==> src/rtl/ps2_frame_receiver.sv <==
`default_nettype none
// =============================================================================
// ps2_frame_receiver : receives PS/2 device-to-host frames and strobes out bytes
// Revision 1.0
// =============================================================================
module ps2_frame_receiver #(
  parameter int SYNC_STAGES    = 2,
  parameter int TIMEOUT_CYCLES = 5000
) (
  input  logic       system_clk,
  input  logic       reset,
  input  logic       PS2_clk,
  input  logic       PS2_data,
  output logic [7:0] out,
  output logic       valid,
  output logic       parity_err,
  output logic       frame_err,
  output logic       busy,
  output logic [7:0] err_count
);

  localparam int TMO_W = (TIMEOUT_CYCLES > 2) ? $clog2(TIMEOUT_CYCLES) : 1;
  localparam logic [TMO_W-1:0] TMO_LAST = TMO_W'(TIMEOUT_CYCLES - 1);

  typedef enum logic [1:0] {
    S_IDLE   = 2'd0,
    S_DATA   = 2'd1,
    S_PARITY = 2'd2,
    S_STOP   = 2'd3
  } state_t;

  logic [SYNC_STAGES-1:0] clk_sync_q, clk_sync_d;
  logic [SYNC_STAGES-1:0] data_sync_q, data_sync_d;
  logic                   clk_prev_q, clk_prev_d;
  state_t                 state_q, state_d;
  logic [7:0]             shreg_q, shreg_d;
  logic [2:0]             bit_cnt_q, bit_cnt_d;
  logic [TMO_W-1:0]       tmo_cnt_q, tmo_cnt_d;
  logic                   par_ok_q, par_ok_d;
  logic [7:0]             out_q, out_d;
  logic                   valid_q, valid_d;
  logic                   parity_err_q, parity_err_d;
  logic                   frame_err_q, frame_err_d;
  logic                   busy_q, busy_d;
  logic [7:0]             err_count_q, err_count_d;

  logic clk_s, data_s, fall;

  always_comb begin
    clk_sync_d   = {clk_sync_q[SYNC_STAGES-2:0], PS2_clk};
    data_sync_d  = {data_sync_q[SYNC_STAGES-2:0], PS2_data};
    clk_s        = clk_sync_q[SYNC_STAGES-1];
    data_s       = data_sync_q[SYNC_STAGES-1];
    clk_prev_d   = clk_s;
    fall         = clk_prev_q & ~clk_s;

    state_d      = state_q;
    shreg_d      = shreg_q;
    bit_cnt_d    = bit_cnt_q;
    par_ok_d     = par_ok_q;
    out_d        = out_q;
    valid_d      = 1'b0;
    parity_err_d = 1'b0;
    frame_err_d  = 1'b0;
    tmo_cnt_d    = (state_q == S_IDLE || fall) ? '0 : tmo_cnt_q + TMO_W'(1);

    case (state_q)
      S_IDLE: begin
        // A fall with data high is a glitch start and is silently ignored
        if (fall && !data_s) begin
          state_d   = S_DATA;
          bit_cnt_d = 3'd0;
        end
      end
      S_DATA: begin
        if (fall) begin
          shreg_d   = {data_s, shreg_q[7:1]};
          bit_cnt_d = bit_cnt_q + 3'd1;
          if (bit_cnt_q == 3'd7) state_d = S_PARITY;
        end
      end
      S_PARITY: begin
        if (fall) begin
          par_ok_d = ^{shreg_q, data_s};
          state_d  = S_STOP;
        end
      end
      S_STOP: begin
        if (fall) begin
          state_d      = S_IDLE;
          parity_err_d = ~par_ok_q;
          frame_err_d  = ~data_s;
          if (data_s && par_ok_q) begin
            out_d   = shreg_q;
            valid_d = 1'b1;
          end
        end
      end
      default: state_d = S_IDLE;
    endcase

    // Inter-edge timeout abandons the partial frame
    if (state_q != S_IDLE && !fall && tmo_cnt_q == TMO_LAST) begin
      frame_err_d = 1'b1;
      state_d     = S_IDLE;
      shreg_d     = 8'h00;
    end

    busy_d      = (state_d != S_IDLE);
    err_count_d = ((parity_err_q || frame_err_q) && err_count_q != 8'hFF)
                  ? err_count_q + 8'd1 : err_count_q;
  end

  always_ff @(posedge system_clk or posedge reset) begin
    if (reset) begin
      clk_sync_q   <= '1;
      data_sync_q  <= '1;
      clk_prev_q   <= 1'b1;
      state_q      <= S_IDLE;
      shreg_q      <= 8'h00;
      bit_cnt_q    <= 3'd0;
      tmo_cnt_q    <= '0;
      par_ok_q     <= 1'b0;
      out_q        <= 8'h00;
      valid_q      <= 1'b0;
      parity_err_q <= 1'b0;
      frame_err_q  <= 1'b0;
      busy_q       <= 1'b0;
      err_count_q  <= 8'h00;
    end else begin
      clk_sync_q   <= clk_sync_d;
      data_sync_q  <= data_sync_d;
      clk_prev_q   <= clk_prev_d;
      state_q      <= state_d;
      shreg_q      <= shreg_d;
      bit_cnt_q    <= bit_cnt_d;
      tmo_cnt_q    <= tmo_cnt_d;
      par_ok_q     <= par_ok_d;
      out_q        <= out_d;
      valid_q      <= valid_d;
      parity_err_q <= parity_err_d;
      frame_err_q  <= frame_err_d;
      busy_q       <= busy_d;
      err_count_q  <= err_count_d;
    end
  end

  assign out        = out_q;
  assign valid      = valid_q;
  assign parity_err = parity_err_q;
  assign frame_err  = frame_err_q;
  assign busy       = busy_q;
  assign err_count  = err_count_q;

endmodule
`default_nettype wire

==> config.mk <==
export PLATFORM = sky130hd
export DESIGN_NAME = ps2_frame_receiver
export DESIGN_NICKNAME = d
export VERILOG_FILES = /design/src/rtl/ps2_frame_receiver.sv
export SDC_FILE = /design/constraint.sdc
export NUM_CORES = 1
export LEC_CHECK = 0
export BUFFER_PORTS_ARGS = -buffer_cell sky130_fd_sc_hd__buf_2
export CORE_MARGIN = 3
export CORE_UTILIZATION = 45
export CTS_BUF_LIST = sky130_fd_sc_hd__clkbuf_16
export DETAILED_ROUTE_END_ITERATION = 12
export PLACE_DENSITY = 0.62
export SLEW_MARGIN = 30
export SYNTH_ARGS = -nofsm -noshare
export SYNTH_HDL_FRONTEND = slang
export SYNTH_SLANG_ARGS = --single-unit
==> constraint.sdc <==
create_clock -name system_clk -period 3.4 [get_ports system_clk]
set_input_delay 0.68 -clock system_clk [delete_from_list [all_inputs] [get_ports system_clk]]
set_output_delay 0.68 -clock system_clk [all_outputs]
set_load 0.1 [all_outputs]
==> metrics.txt, run 1 <==
yosys warns=0; clock transition at the registers of the reported paths=0.06 ns; Hold/Removal Path Class=reg2reg; WS Path Type=reg2reg; RR Endpoint=shreg_q[3]; Placed Area=2520 um^2; max-slew violation count=0; drt pass-1 iters=4; CP Max Fanout=9; Sw Share=32.4%; Max Buffers Root-to-Sink=2; Core ar.=4850 um^2; minimum clock period=1.89 ns; power share of the combinational group=27.1%; #FFs+latches synth=52; DR vias=1534; Rel. slew slack=between 50% and 60%; max_cap viols=0; largest net degree at the start of global routing=49; initial antenna violation count=0; P_int=1290 uW; routed vias/inst=5.08; Sw Pwr=617 uW; TNS Setup=0 ns; Slew @ Worst Pin=roughly 0.70 ns; total nets after synthesis=about 220; r2r startpoint=tmo_cnt_q[3]; FFs w/ async S/R, synth=100%; dpl cells=slightly below 300; initial core utilization=48.1%; global route total overflow=0; RSZ-0062 raised after global routing=no; die area=6080 um^2; Post-synth EDFFs=0; post-CTS setup repair buffer count=0; pwr dens=709 nW/um^2; layout cell share with drive strength beyond 1=26.0%; Worst-Skew Late Latency=0.28 ns; TritonCTS buffer count=5; worst reg2reg path depth=3; Detail Route Antenna Nets=0; H-tree depth=2; fin area=2690 um^2; Primary FF master, synth=dfrtp_1; FMAX=around 530 MHz; Final Cycle Share=a little under three fifths; Die H=78.0 um; DRT iter0 DRCs=76; CTS sink cnt=between 50 and 60; number of port buffers=23; Worst VDD drop=~0.37 mV; P&R area growth vs syn=15.4%; post-synthesis cell area=approximately 2300 um^2; ANT cells=0; CTS tree=yes; required time worst endpoint=3.53 ns; Distinct cells, synth=35; status=finished clean; Setup crit start=tmo_cnt_q[3]; Worst Setup Start Kind=flip-flop; wire length per cell=between 10 and 15 um; I/O Pins=24; Finish-stage setup viols=0; dpl ws=1.52 ns; Die X=a little under 80 um; Placer Congestion=0.759; DP HPWL=approximately 2700 um; Worst Setup End Kind=flip-flop; fin cells=302; Root Driver=clkbuf_16; R2R Setup Slk=approximately 1.5 ns; Synth Instances=208; Final Hold Vio Count=0; Hold Buf Count CTS=0; crit path to=shreg_q[3]; WP data arrival=2.03 ns; Clk pwr share=28.8%; Routed WL=3950 um; FP Rows=25; global-route wire length before repair=6930 um; Setup WS post-layout=~1.5 ns; syn avg cell area=roughly 11 um^2; leak pwr=0.00123 uW; # DRC=0; Final nets=242; post-synthesis sequential area ratio=a little under three fifths; number of global-route vias before repair=1470; Post-CTS Resized=0; Seq pwr share=44.2%; final clock skew=0.00503 ns; gr usage total=14.3%
==> worst min-delay path by stage <==
stage	from	endpoint	slack, ns	cells after the start
floorplan	clk_sync_q[0]	clk_sync_q[1]	0.35	0
global placement	clk_sync_q[0]	clk_sync_q[1]	0.35	0
detailed placement	clk_sync_q[0]	clk_sync_q[1]	0.35	0
CTS	clk_sync_q[0]	clk_sync_q[1]	0.36	0
global route	data_sync_q[0]	data_sync_q[1]	0.36	0
finish	clk_sync_q[0]	clk_sync_q[1]	0.36	0
==> critical path: stages (launching register included) <==
cell and delay [ns]:
dfrtp_1 0.43, or4_4 0.59, nor4_4 0.62, a21oi_1 0.10
==> placed cells by master (no fill, tap or decap), types with 4 or more instances in the layout <==
master	synthesis	final
dfrtp_1	47	47
buf_2	0	23
nor2_1	19	19
nand2_1	18	18
xnor2_1	13	13
mux2_2	12	12
o21ai_0	12	12
a21oi_1	11	11
nand3_1	9	9
nand4_1	6	6
xor2_1	6	6
inv_1	5	5
dfstp_2	5	5
clkbuf_16	0	5
nor3_1	4	4
ha_1	4	4
==> sequential cells by signal, summed over array words and instances (netlist names) <==
name,flops
tmo_cnt_q,13
err_count,8
out,8
shreg_q,8
bit_cnt_q,3
clk_sync_q,2
data_sync_q,2
state_q,2
busy,1
clk_prev_q,1
frame_err,1
par_ok_q,1
parity_err,1
valid,1
==> logic make-up after synthesis <==
logic type / synth area share [%]
simple gates: 17.1
flops: 56.1
compound gates: 8.96
xor+xnor: 8.11
mux: 5.80
buf+inv: 1.77
fa+ha+maj: 2.15
==> routing by layer <==
metal / track usage, % / up-vias / part of all wire [%]
met2: 21.9 / 20 / 45
met5: 0 / - / 0
li1: - / 769 / -
met3: 3.60 / 4 / 3.7
met4: 4.37 / 0 / 0.68
met1: 20.1 / 741 / 50
==> Yosys cell counts (2+ instances only) <==
| master | instances | area (um^2) |
|---|---|---|
| a21oi_1 | 11 | 55.1 |
| a21oi_2 | 3 | 26.3 |
| a22o_1 | 3 | 26.3 |
| clkbuf_1 | 6 | 22.5 |
| dfrtp_1 | 47 | 1180 |
| dfstp_2 | 5 | 131 |
| ha_1 | 4 | 50.1 |
| inv_1 | 5 | 18.8 |
| mux2_2 | 12 | 135 |
| nand2_1 | 18 | 67.6 |
| nand2b_1 | 2 | 12.5 |
| nand3_1 | 9 | 45.0 |
| nand4_1 | 6 | 37.5 |
| nor2_1 | 19 | 71.3 |
| nor2_2 | 2 | 12.5 |
| nor3_1 | 4 | 20.0 |
| nor4_4 | 2 | 42.5 |
| o211ai_1 | 2 | 15.0 |
| o21ai_0 | 12 | 60.1 |
| or2_2 | 2 | 12.5 |
| or3_1 | 3 | 18.8 |
| xnor2_1 | 13 | 114 |
| xor2_1 | 6 | 52.6 |
==> through the flow <==
stage / power [uW] / utilization, % / hold slack, ns
3_3_place_gp: 1360 / 52.0 / 0.346
3_5_place_dp: 1370 / 52.1 / 0.351
4_1_cts: 1930 / 55.5 / 0.361
5_1_grt: 2030 / 55.5 / 0.364
6_report: 1910 / 55.5 / 0.358
2_1_floorplan: 1270 / - / 0.345
==> power by group through the flow <==
stage	Combinational, uW	Clock [uW]	Sequential (uW)
after global routing	568	591	866
after global placement	514	0	850
final	516	549	842
after detailed placement	521	0	851
after CTS	522	568	842
after floorplan	347	0	923
==> cell type report <==
class / count / area [um^2]
clock buffer: 5 / 125
multi-input combinational: 145 / 982
fill: 409 / 2160
sequential: 52 / 1310
inverter: 5 / 21.3
clock inverter: 3 / 38.8
timing repair buffer: 25 / 130
tap: 67 / 83.8
(Power assumes the default switching activity.)
==> run 2: changes to the inputs <==
- PLACE_DENSITY: 0.62 -> 0.64
- clock period: 3.4 -> 1.7 ns (I/O delays scaled with it)
==> metrics.txt, run 2 (synthesis gave the netlist of run 1 again) <==
status=finished clean; Rel. slew slack=67.5% (+15 points); DP HPWL=2900 um (+8.7%); Final Cycle Share=95.3% (+40 points); final clock skew=0.00319 ns (-0.00185 ns); CTS tree=yes; Root Driver=clkbuf_16; DR top layer=met4; Buf/Inv on CP=0 (unchanged); max reg flops=13 (unchanged); max-slew violation count=0 (unchanged); required time worst endpoint=1.92 ns (-1.61 ns); wire length on met1=1970 um (-0.45%); Die H=78.0 um (unchanged); Hold Buf Count CTS=0 (unchanged); Slew @ Worst Pin=0.490 ns (-0.214 ns); final hold slack=0.0268 ns (-0.331 ns); CP Max Fanout=4 (-5); # fillers=408 (-0.24%); H-tree depth=2 (unchanged); Worst Setup End Kind=flip-flop; Hold/Removal Path Class=in2async; TritonCTS buffer count=5 (unchanged); post-CTS setup repair buffer count=0 (unchanged); wire length per cell=13.2 um (+0.67%); met2 WL=1930 um (+7.4%); global-route wire length before repair=7310 um (+5.6%); r2r startpoint=tmo_cnt_q[3]; RR Endpoint=frame_err; RSZ-0062 raised after global routing=no; critical path cell sequence=or4_4 -> nor4_4 -> o21bai_1 -> a22o_1; # DRC=0 (unchanged); clock transition at the registers of the reported paths=0.07 ns (about the same); dpl cells=303 (+3.1%); commonest non-fill, non-tap cell in the layout=dfrtp_1; Worst-Skew Late Latency=0.28 ns (about the same); Final nets=251 (+3.7%); Routed WL=4100 um (+3.7%); worst reg2reg path depth=4 (+1); Finish-stage setup viols=0 (unchanged); Worst Setup Start Kind=flip-flop; minimum clock period=1.62 ns (-0.274 ns); Reg area=1320 um^2 (+0.96%); delay-heaviest family, CP=simple AND/OR/NAND/NOR gates; Setup crit start=tmo_cnt_q[3]; leak pwr=0.00125 uW (+1.6%); layout cell share with drive strength beyond 1=33.6% (+7.6 points); I/O Pins=24 (unchanged); gr usage total=15.3% (+1.0 points); fin cells=311 (+3.0%); pwr dens=1340 nW/um^2 (+89%); Max Buffers Root-to-Sink=2 (unchanged); DR vias=1585 (+3.3%); Critical Path Max Stage Delay=0.58 ns (-0.04 ns); global route total overflow=0 (unchanged); CTS sink cnt=52 (unchanged); FMAX=617 MHz (+17%); die area=6080 um^2 (unchanged); crit path to=frame_err; largest net degree at the start of global routing=24 (-51%); Most flops, register=tmo_cnt_q; FP Rows=25 (unchanged); most frequent cells in the layout=37 x dfrtp_1, 23 x buf_2, 19 x nor2_1; number of global-route vias before repair=1572 (+6.9%); met3 wire length=138 um (-5.5%); Placer Congestion=0.765 (+0.80%); DRT iter0 DRCs=52 (-32%); max_cap viols=0 (unchanged); R2R Setup Slk=0.08 ns (-1.43 ns); Die X=78.0 um (unchanged); Worst VDD drop=0.612 mV (+67%); WP data arrival=1.84 ns (-0.19 ns); P&R area growth vs syn=19.3%; final design utilization=57.3% (+1.9 points); number of port buffers=23 (unchanged); initial antenna violation count=0 (unchanged); Core ar.=4850 um^2 (unchanged); Levels on crit path=4 (+1); WS Path Type=reg2reg; Detail Route Antenna Nets=0 (unchanged); routed vias/inst=5.10 (+0.33%); drt pass-1 iters=4 (unchanged); Post-CTS Resized=0 (unchanged); Final Hold Vio Count=0 (unchanged); Multi-input gate area=1010 um^2 (+2.5%); ANT cells=0 (unchanged); Slowest-stage cell, CP=or4_4; initial core utilization=48.1% (unchanged)
[run 2: through the flow]
step	setup TNS (ns)	worst slack (ns)	instance area [um^2]	power, uW
3_5_place_dp	0	0.0827	2640	2800
2_1_floorplan	-0.141	-0.123	2370	2560
4_1_cts	0	0.0713	2780	3770
3_3_place_gp	0	0.0799	2640	2770
5_1_grt	0	0.0237	2780	3950
6_report	0	0.0796	2780	3730
[run 2: power breakdown]
group | leakage, uW | total (uW) | internal (uW) | switching, uW
clock network | 0.0000687 | 958 | 535 | 423
registers | 0.000667 | 1680 | 1460 | 219
logic | 0.000515 | 1090 | 475 | 618
total | 0.00125 | 3730 | 2470 | 1260
[run 2: layout make-up]
| type | instances | share of cell area (%) |
|---|---|---|
| multi-input combinational | 145 | 36.2 |
| timing repair buffer | 34 | 7.56 |
| inverter | 5 | 0.675 |
| clock inverter | 3 | 0.540 |
| clock buffer | 5 | 4.50 |
| tap | 67 | 3.02 |
| sequential | 52 | 47.5 |
[run 2: worst min path at each step]
stage / end / start / cells past startpoint
2_1_floorplan: clk_sync_q[0] / PS2_clk / 0
3_5_place_dp: err_count[5] / reset / 2
5_1_grt: out[1] / reset / 2
6_report: err_count[5] / reset / 2
4_1_cts: err_count[5] / reset / 2
3_3_place_gp: busy / reset / 2
[run 2: layer usage]
layer / up-vias / track usage [%]
met5: - / 0
met4: 0 / 7.17
li1: 788 / -
met2: 22 / 23.7
met3: 4 / 2.90
met1: 771 / 20.8
